**config.mk**
```make
export PLATFORM = sky130hd
export DESIGN_NAME = gpu_sequencer
export DESIGN_NICKNAME = d
export VERILOG_FILES = /design/src/rtl/gpu_sequencer.sv
export SDC_FILE = /design/constraint.sdc
export NUM_CORES = 2
export LEC_CHECK = 0
export BUFFER_PORTS_ARGS = -buffer_cell sky130_fd_sc_hd__clkbuf_2
export CAP_MARGIN = 20
export CORE_MARGIN = 3
export CORE_UTILIZATION = 56
export CTS_BUF_LIST = sky130_fd_sc_hd__clkbuf_16
export DETAILED_ROUTE_END_ITERATION = 8
export PLACE_DENSITY = 0.69
export REMOVE_ABC_BUFFERS = 1
export SYNTH_ARGS = -nofsm -noshare
export SYNTH_HDL_FRONTEND = slang
export SYNTH_SLANG_ARGS = --single-unit
```
**constraint.sdc**
```tcl
create_clock -name clk -period 3.6 [get_ports clk]
set_input_delay 0.18 -clock clk [delete_from_list [all_inputs] [get_ports clk]]
set_output_delay 0.18 -clock clk [all_outputs]
set_load 0.02 [all_outputs]
```
**src/rtl/gpu_sequencer.sv**
```systemverilog
// Instruction sequencer for the mini shader core: host-loaded IMEM, fetch/execute FSM,
// ready/valid datapath issue, accelerator start/done dispatch, counted loops and error capture.
module gpu_sequencer #(
  parameter int         LANES       = 4,
  parameter int         IMEM_DEPTH  = 64,
  parameter int         NUM_ENGINES = 2,
  parameter int         LOOP_DEPTH  = 2,
  parameter int         TIMEOUT     = 1024,
  parameter logic [5:0] OPC_ACCEL   = 6'h30,
  parameter logic [5:0] OPC_SETMASK = 6'h31,
  parameter logic [5:0] OPC_LOOP    = 6'h32,
  parameter logic [5:0] OPC_ENDLOOP = 6'h33
) (
  input  logic                          clk,
  input  logic                          rst,
  input  logic                          start,
  input  logic                          imem_we,
  input  logic [$clog2(IMEM_DEPTH)-1:0] imem_waddr,
  input  logic [31:0]                   imem_wdata,
  output logic                          issue_valid,
  input  logic                          issue_ready,
  output logic [31:0]                   issue_instr,
  output logic [LANES-1:0]              issue_mask,
  output logic [$clog2(IMEM_DEPTH)-1:0] issue_pc,
  output logic [NUM_ENGINES-1:0]        eng_start,
  input  logic [NUM_ENGINES-1:0]        eng_done,
  output logic                          busy,
  output logic                          done,
  output logic                          err,
  output logic [2:0]                    err_code
);
  localparam int AW = $clog2(IMEM_DEPTH);
  localparam int SW = $clog2(LOOP_DEPTH + 1);
  localparam int LW = (LOOP_DEPTH > 1) ? $clog2(LOOP_DEPTH) : 1;
  localparam int LN = 2 ** LW;
  localparam int TW = (TIMEOUT > 1) ? $clog2(TIMEOUT + 1) : 1;
  localparam logic [TW-1:0] TLAST   = TW'((TIMEOUT > 0) ? TIMEOUT - 1 : 0);
  localparam logic [AW-1:0] PC_LAST = AW'(IMEM_DEPTH - 1);

  typedef enum logic [2:0] {S_IDLE, S_FETCH, S_EXEC, S_WAIT, S_ERROR} state_t;

  state_t                 state, state_nxt;
  logic [31:0]            imem [IMEM_DEPTH];
  logic [31:0]            ir;
  logic [AW-1:0]          pc, ir_pc, pc_nxt;
  logic [LANES-1:0]       lane_mask;
  logic [AW-1:0]          lstart [LN];
  logic [7:0]             lcnt [LN];
  logic [SW-1:0]          sp;
  logic [LW-1:0]          top;
  logic [NUM_ENGINES-1:0] sel_oh, dst_oh;
  logic [TW-1:0]          tcnt;
  logic [5:0]             opc, dst;
  logic [7:0]             imm;
  logic                   is_halt, is_ctrl;
  logic                   adv, fin, push, pop, dec, set_mask, err_set;
  logic [2:0]             code_nxt;

  assign opc     = ir[31:26];
  assign dst     = ir[25:20];
  assign imm     = ir[7:0];
  assign is_halt = (ir == 32'd0);
  assign is_ctrl = (opc == OPC_ACCEL) || (opc == OPC_SETMASK) ||
                   (opc == OPC_LOOP)  || (opc == OPC_ENDLOOP);
  assign top     = LW'(sp - 1'b1);

  // Out-of-range engine indices leave the one-hot vector empty
  always_comb begin
    dst_oh = '0;
    for (int i = 0; i < NUM_ENGINES; i++) dst_oh[i] = (dst == 6'(i));
  end

  // State register and datapath registers
  always_ff @(posedge clk) begin
    if (rst) begin
      state     <= S_IDLE;
      pc        <= '0;
      ir        <= '0;
      ir_pc     <= '0;
      lane_mask <= '1;
      sp        <= '0;
      sel_oh    <= '0;
      tcnt      <= '0;
      err       <= 1'b0;
      err_code  <= 3'd0;
    end else begin
      state <= state_nxt;
      pc    <= pc_nxt;
      if ((state == S_IDLE || state == S_ERROR) && start) begin
        pc        <= '0;
        lane_mask <= '1;
        sp        <= '0;
        err       <= 1'b0;
        err_code  <= 3'd0;
      end
      if (state == S_FETCH) begin
        ir    <= imem[pc];
        ir_pc <= pc;
      end
      if (set_mask) lane_mask <= imm[LANES-1:0];
      if (push) sp <= sp + 1'b1;
      if (pop)  sp <= sp - 1'b1;
      if (state == S_EXEC && state_nxt == S_WAIT) begin
        sel_oh <= dst_oh;
        tcnt   <= '0;
      end else if (state == S_WAIT) begin
        tcnt <= tcnt + 1'b1;
      end
      if (err_set && !err) begin
        err      <= 1'b1;
        err_code <= code_nxt;
      end
    end
  end

  // Instruction memory and loop stack carry no reset
  always_ff @(posedge clk) begin
    if (imem_we && !busy) imem[imem_waddr] <= imem_wdata;
    if (push) begin
      lstart[sp[LW-1:0]] <= pc + 1'b1;
      lcnt[sp[LW-1:0]]   <= imm;
    end
    if (dec) lcnt[top] <= lcnt[top] - 8'd1;
  end

  // Next-state logic; adv requests PC+1, which ends the program at the last word
  always_comb begin
    state_nxt = state;
    pc_nxt    = pc;
    adv       = 1'b0;
    fin       = 1'b0;
    push      = 1'b0;
    pop       = 1'b0;
    dec       = 1'b0;
    set_mask  = 1'b0;
    err_set   = 1'b0;
    code_nxt  = 3'd0;
    case (state)
      S_IDLE, S_ERROR: if (start) state_nxt = S_FETCH;
      S_FETCH: state_nxt = S_EXEC;
      S_EXEC: begin
        if (is_halt) begin
          state_nxt = S_IDLE;
          fin       = 1'b1;
        end else if (opc == OPC_SETMASK) begin
          set_mask = 1'b1;
          adv      = 1'b1;
        end else if (opc == OPC_LOOP) begin
          if (sp == SW'(LOOP_DEPTH)) begin
            err_set = 1'b1;
            code_nxt = 3'd1;
          end else begin
            push = 1'b1;
            adv  = 1'b1;
          end
        end else if (opc == OPC_ENDLOOP) begin
          if (sp == '0) begin
            err_set  = 1'b1;
            code_nxt = 3'd2;
          end else if (lcnt[top] > 8'd1) begin
            dec       = 1'b1;
            pc_nxt    = lstart[top];
            state_nxt = S_FETCH;
          end else begin
            pop = 1'b1;
            adv = 1'b1;
          end
        end else if (opc == OPC_ACCEL) begin
          if (dst_oh == '0) begin
            err_set  = 1'b1;
            code_nxt = 3'd3;
          end else begin
            state_nxt = S_WAIT;
          end
        end else if (lane_mask == '0 || issue_ready) begin
          adv = 1'b1;
        end
      end
      S_WAIT: begin
        if ((eng_done & sel_oh) != '0) begin
          adv = 1'b1;
        end else if (TIMEOUT != 0 && tcnt == TLAST) begin
          err_set  = 1'b1;
          code_nxt = 3'd4;
        end
      end
      default: state_nxt = S_IDLE;
    endcase
    if (err_set) state_nxt = S_ERROR;
    if (adv) begin
      if (pc == PC_LAST) begin
        state_nxt = S_IDLE;
        fin       = 1'b1;
      end else begin
        pc_nxt    = pc + 1'b1;
        state_nxt = S_FETCH;
      end
    end
  end

  // Output decode
  always_comb begin
    issue_valid = (state == S_EXEC) && !is_halt && !is_ctrl && (lane_mask != '0);
    eng_start   = (state == S_EXEC && opc == OPC_ACCEL) ? dst_oh : '0;
    issue_instr = ir;
    issue_mask  = lane_mask;
    issue_pc    = ir_pc;
    busy        = (state == S_FETCH) || (state == S_EXEC) || (state == S_WAIT);
    done        = fin;
  end
endmodule

```
# == After elaboration in Yosys (flattened, before gate mapping) ==
# Memories as Yosys holds them, arrays and structs flattened. A register that Yosys moved wholly into a read port is not among the register bits.
# Cells that the tools add are included.
# totals
output_inout_bits,51
reg_bits,38
elab_cells,163
n_memories,3
in_bits,45
ram_bits,2076
# memory_table
memory,words,word_bits,read_ports,rd_ports_with_merged_regs,write_ports,line,rtl
imem,64,32,1,1,1,43,logic [31:0] imem [IMEM_DEPTH];
lcnt,2,8,1,0,1,48,logic [7:0] lcnt [LN];
lstart,2,6,1,0,1,47,logic [AW-1:0] lstart [LN];
# op_classes
reduce_logical,34
n_eq_ne,13
n_bitwise,1
n_mux,97
magnitude_cmp,1
addsub,5
# ops
op,count
3-bit two-way mux,19
1-bit two-way mux,55
6-bit two-way mux,9
32-bit zero test,1
6-bit equality test (second input constant),5
2-bit two-way mux,7
3-bit case mux with 4 select lines,1
11-bit by 1-bit adder with 11-bit output (second input constant),1
11-bit by 10-bit equality test with 1-bit output (second input constant),1
3-bit by 2-bit equality test with 1-bit output (second input constant),3
8-bit by 1-bit > comparator with 1-bit output (second input constant),1
1-bit logical AND,8
4-bit two-way mux,2
8-bit two-way mux,1
8-bit OR reduction,1
8-bit by 1-bit subtractor with 8-bit output (second input constant),1
1-bit logical OR,7
6-bit by 1-bit adder with 6-bit output (second input constant),1
6-bit by 1-bit equality test with 1-bit output (second input constant),1
6-bit zero test,1
3-bit case mux with 2 select lines,1
2-bit nonzero test,3
2-bit OR reduction,3
1-bit zero test,4
12 further kinds,14

# == Longest topological paths before layout ==
# An unclocked memory read counts as a cell.
# depth
depth_word,15
mapped_depth,12
mapped_depth_nobuf,8

# == Worst setup path before layout ==
# No wires, ideal clock.
# synth_timing
path_kind,flip-flop to flip-flop
startpoint,reg state[0]
endpoint,"mem imem[28][0], enable pin"
setup_ps,421
t_required_ps,3179
setup_slack_ps,392
period_less_slack_ps,3208
stages_incl_launch_ff,7
path_buffers,1
arrival_time_ps,2787
path_cell_list,dfxtp_1 > buf_2 > nor2_1 > nor2_1 > nor3b_1 > nand3b_1 > nor2_1
# synth_via
elab_chain_cells,7
word_cells_on_any_way,9
classes_between,eq/ne: 3; mux: 2; reduce/logical: 4
# synth_rtl
item,line,rtl
"start, declared",42,"state_t state, state_nxt;"
"start signal, assigned",87,state <= state_nxt;
3-bit by 1-bit equality test with 1-bit output / 3-bit by 2-bit equality test with 1-bit output (equally long branches),208,busy = (state == S_FETCH) || (state == S_EXEC) || (state == S_WAIT);
1-bit logical OR,208,
1-bit logical OR *,208,
named net busy,27,"output logic busy,"
1-bit zero test *,118,if (imem_we && !busy) imem[imem_waddr] <= imem_wdata;
1-bit logical AND *,118,
1-bit two-way mux *,118,
1-bit two-way mux (implied by the code) *,118,
"end, declared",43,
# The timed path passes the listed nets; every way through them passes the cells marked *.

==> run summary <==
Status: finished clean
Distinct cells, synth: 65
Crit path from: pc[1]
Synth Area in Simple Gates: 1.99%
Largest net degree at the start of global routing: 65
CTS Buf Count: 204
DRC: 0
Buffers & Inverters on Critical Path: 2
Pwr Density: 537 mW/mm^2
Critical path's top delay family: multiplexers
Max-cap violation count: 0
Xor/xnor share of the synthesized area: 0.224%
Most common cell after layout, fill and taps aside: edfxtp_1
Largest family of logic cells by synthesized area: multiplexers
Max incr delay on CP: 0.86 ns
Flop2flop setup slack: 0.21 ns
Crit path DAT: 4.06 ns
Die span in x: 389 um
Initial drt markers: 5442
Critical Path RT: 4.27 ns
Pleak: 0.0290 uW
Critical-path top delay cell: dfxtp_4
Port bufs: 95
Total Routed Length: 205000 um
Initial Util: 56.4%
Hold_sp: imem_wdata[19]
Avg Inst Size Synth: 22.5 um^2
Worst Path Max Fanout: 39
Critical Path Most Common Cell: mux4_2
Area of the core: 0.146 mm^2
Mapped Cells: 3649
First-pass GRT wire length: 295000 um
Final Max Tran Viols: 0
EDFF count, synth: 2076
Gpl congestion: 0.858
DR WL/cell: 33.5 um
Max transition margin: 34.2%
Max Fclk: 295 MHz
Worst setup EP type: register
Routed Antenna Nets: 0
Setup Crit Path Kind: reg -> reg
Fin Clk Skew: 0.0404 ns
Clock Pin Slew Worst Setup and Hold Paths: 0.06 ns
Post-CTS setup buffers: 0
Final Critical Period: 3.39 ns
FF-to-FF Start: pc[1]
# H-tree levels: 4
Yosys reg bits: 2146
DPL Wire Length: 117000 um
Adder-Cell Fraction of Synth Area: 0.0913%
Peak supply drop: 535 uV
Worst-Skew Late Latency: 0.83 ns
DIE HEIGHT: 389 um
CP startpoint kind: register
Worst-Margin Slew: 0.988 ns
Area of the die: 0.152 mm^2
Synthesized area: 0.0823 mm^2
Sequential cell area fraction in the yosys report: 77.5%
Clk buf depth: 3
Mux cell area share after synthesis: 17.1%
Fin crit share: 94.1%
Via density per instance: 6.61
Initial antenna violation count: 12
Critical Path, Cell by Cell: buf_12 > buf_4 > mux4_2 > mux4_2 > a22oi_1 > a211oi_1
Proportion of layout cells with a drive suffix above 1: 31.6%
Setup TNS: 0 ns
Synth Area in Compound Gates: 1.89%
Total power: 50500 uW
Nets: 4076
Top_reg_cell synth: edfxtp_1
CTS tree: built
Most frequent cells in the layout: 2076 x edfxtp_1, 593 x mux4_2, 208 x clkbuf_16, 195 x buf_4, 120 x nand2_1
Placed cell count: 5706
Fin cells: 6115
GRT Total Usage: 27.5%
Num Clock Sinks: 2146
Area growth from synthesis to layout: 14.3%
Final setup viols: 0
DR pass1 iterations: 5
I/O pins: 96
Root Driver: clkbuf_16
Yosys warning count: 0
Final hold viol count: 0
DR vias: 40413
Num rows: 140
Hold Path Class: in -> reg
GRT overflow: 0
Vias in the first global route: 40626
Async SR Flop Fraction: 0%
-- layer usage --
metal | share of wire (%) | wire length [um] | up-vias | GRT usage (%)
li1 | - | - | 16220 | -
met1 | 39 | 79000 | 21471 | 40.2
met2 | 47 | 97200 | 2349 | 42.5
met3 | 11 | 22700 | 369 | 6.21
met4 | 2.8 | 5690 | 4 | 7.92
met5 | 0.011 | 23 | - | 0
-- synth_stat cells, types with 8 or more instances --
| library cell | count | area (um^2) |
|---|---|---|
| mux4_2 | 593 | 13400 |
| nor3_1 | 11 | 55.1 |
| nand3_1 | 29 | 145 |
| buf_4 | 12 | 90.1 |
| o21ai_0 | 54 | 270 |
| buf_6 | 8 | 90.1 |
| a31oi_1 | 35 | 219 |
| nor2b_1 | 11 | 68.8 |
| inv_1 | 10 | 37.5 |
| nand2_1 | 120 | 450 |
| nor2_1 | 131 | 492 |
| mux2i_1 | 30 | 300 |
| nand3b_1 | 13 | 97.6 |
| buf_2 | 62 | 310 |
| a22oi_1 | 39 | 293 |
| mux2_2 | 39 | 439 |
| a211oi_1 | 31 | 233 |
| a21oi_1 | 48 | 240 |
| xor2_1 | 11 | 96.3 |
| xnor2_1 | 10 | 87.6 |
| dfxtp_1 | 70 | 1400 |
| clkbuf_1 | 98 | 368 |
| buf_1 | 18 | 67.6 |
| edfxtp_1 | 2076 | 62300 |
-- repair_timing --
| item | 4_1_cts | 5_1_grt |
|---|---|---|
| gates resized for setup | 0 | 3 |
| hold buffers | 11 | 8 |
| hold endpoints to repair | 310 | 336 |
| endpoints found under the setup margin | 0 | 1 |
-- cells by family (layout without fill, tap and decap cells) --
logic type	Yosys count	count (layout)
adders and majority gates	6	6
and+or+nand+nor	362	362
DFF	2146	2146
muxes	662	662
xor gates and xnor gates	21	21
AOI/OAI and AO/OA	243	243
other	0	6
buffers and inverters	209	752
-- metrics by stage --
step	hold slack, ns	utilization, %	setup WS [ns]	instance area [um^2]
6_report	0.0115	64.5	0.211	94000
2_1_floorplan	0.249	-	-19.97	81300
3_5_place_dp	0.432	59.8	0.210	87100
4_1_cts	0.00149	64.3	0.0703	93700
3_3_place_gp	0.424	59.8	0.254	87100
5_1_grt	0.0643	64.5	-0.00225	94000
-- worst register-to-register path: cells and delay by family, from the launching register on --
kind	cells	cell delay [ns]
buffers and inverters	2	0.64
AOI/OAI and AO/OA	2	0.84
DFF	1	0.86
muxes	2	0.89
-- state kept, by name (all words and copies together) (netlist names), 4 cells and up --
name,cells
imem,2048
pc,6
lstart,12
issue_mask,4
issue_instr,32
issue_pc,6
lcnt,16
tcnt,11
-- report_power, final --
part | switching (uW) | internal [uW]
Combinational | 1500 | 814
Clock | 8950 | 11600
Sequential | 144 | 27500
Total | 10600 | 39900
-- worst paths after layout --
kind,to,depth (start not counted)
setup reg to reg,issue_instr[1],6
hold reg to reg,issue_pc[2],2
hold / removal,imem[63][19],1
setup / recovery,issue_instr[1],6
-- layout make-up --
cell class,count,area (um^2)
clock inverter,165,1200
antenna,6,15.0
inverter,11,42.5
timing repair buffer,368,3330
clock buffer,208,5200
multi-input combinational,1294,18100
fill,9418,51700
sequential,2146,63800
tap,1917,2400
(Power assumes the default switching activity.)
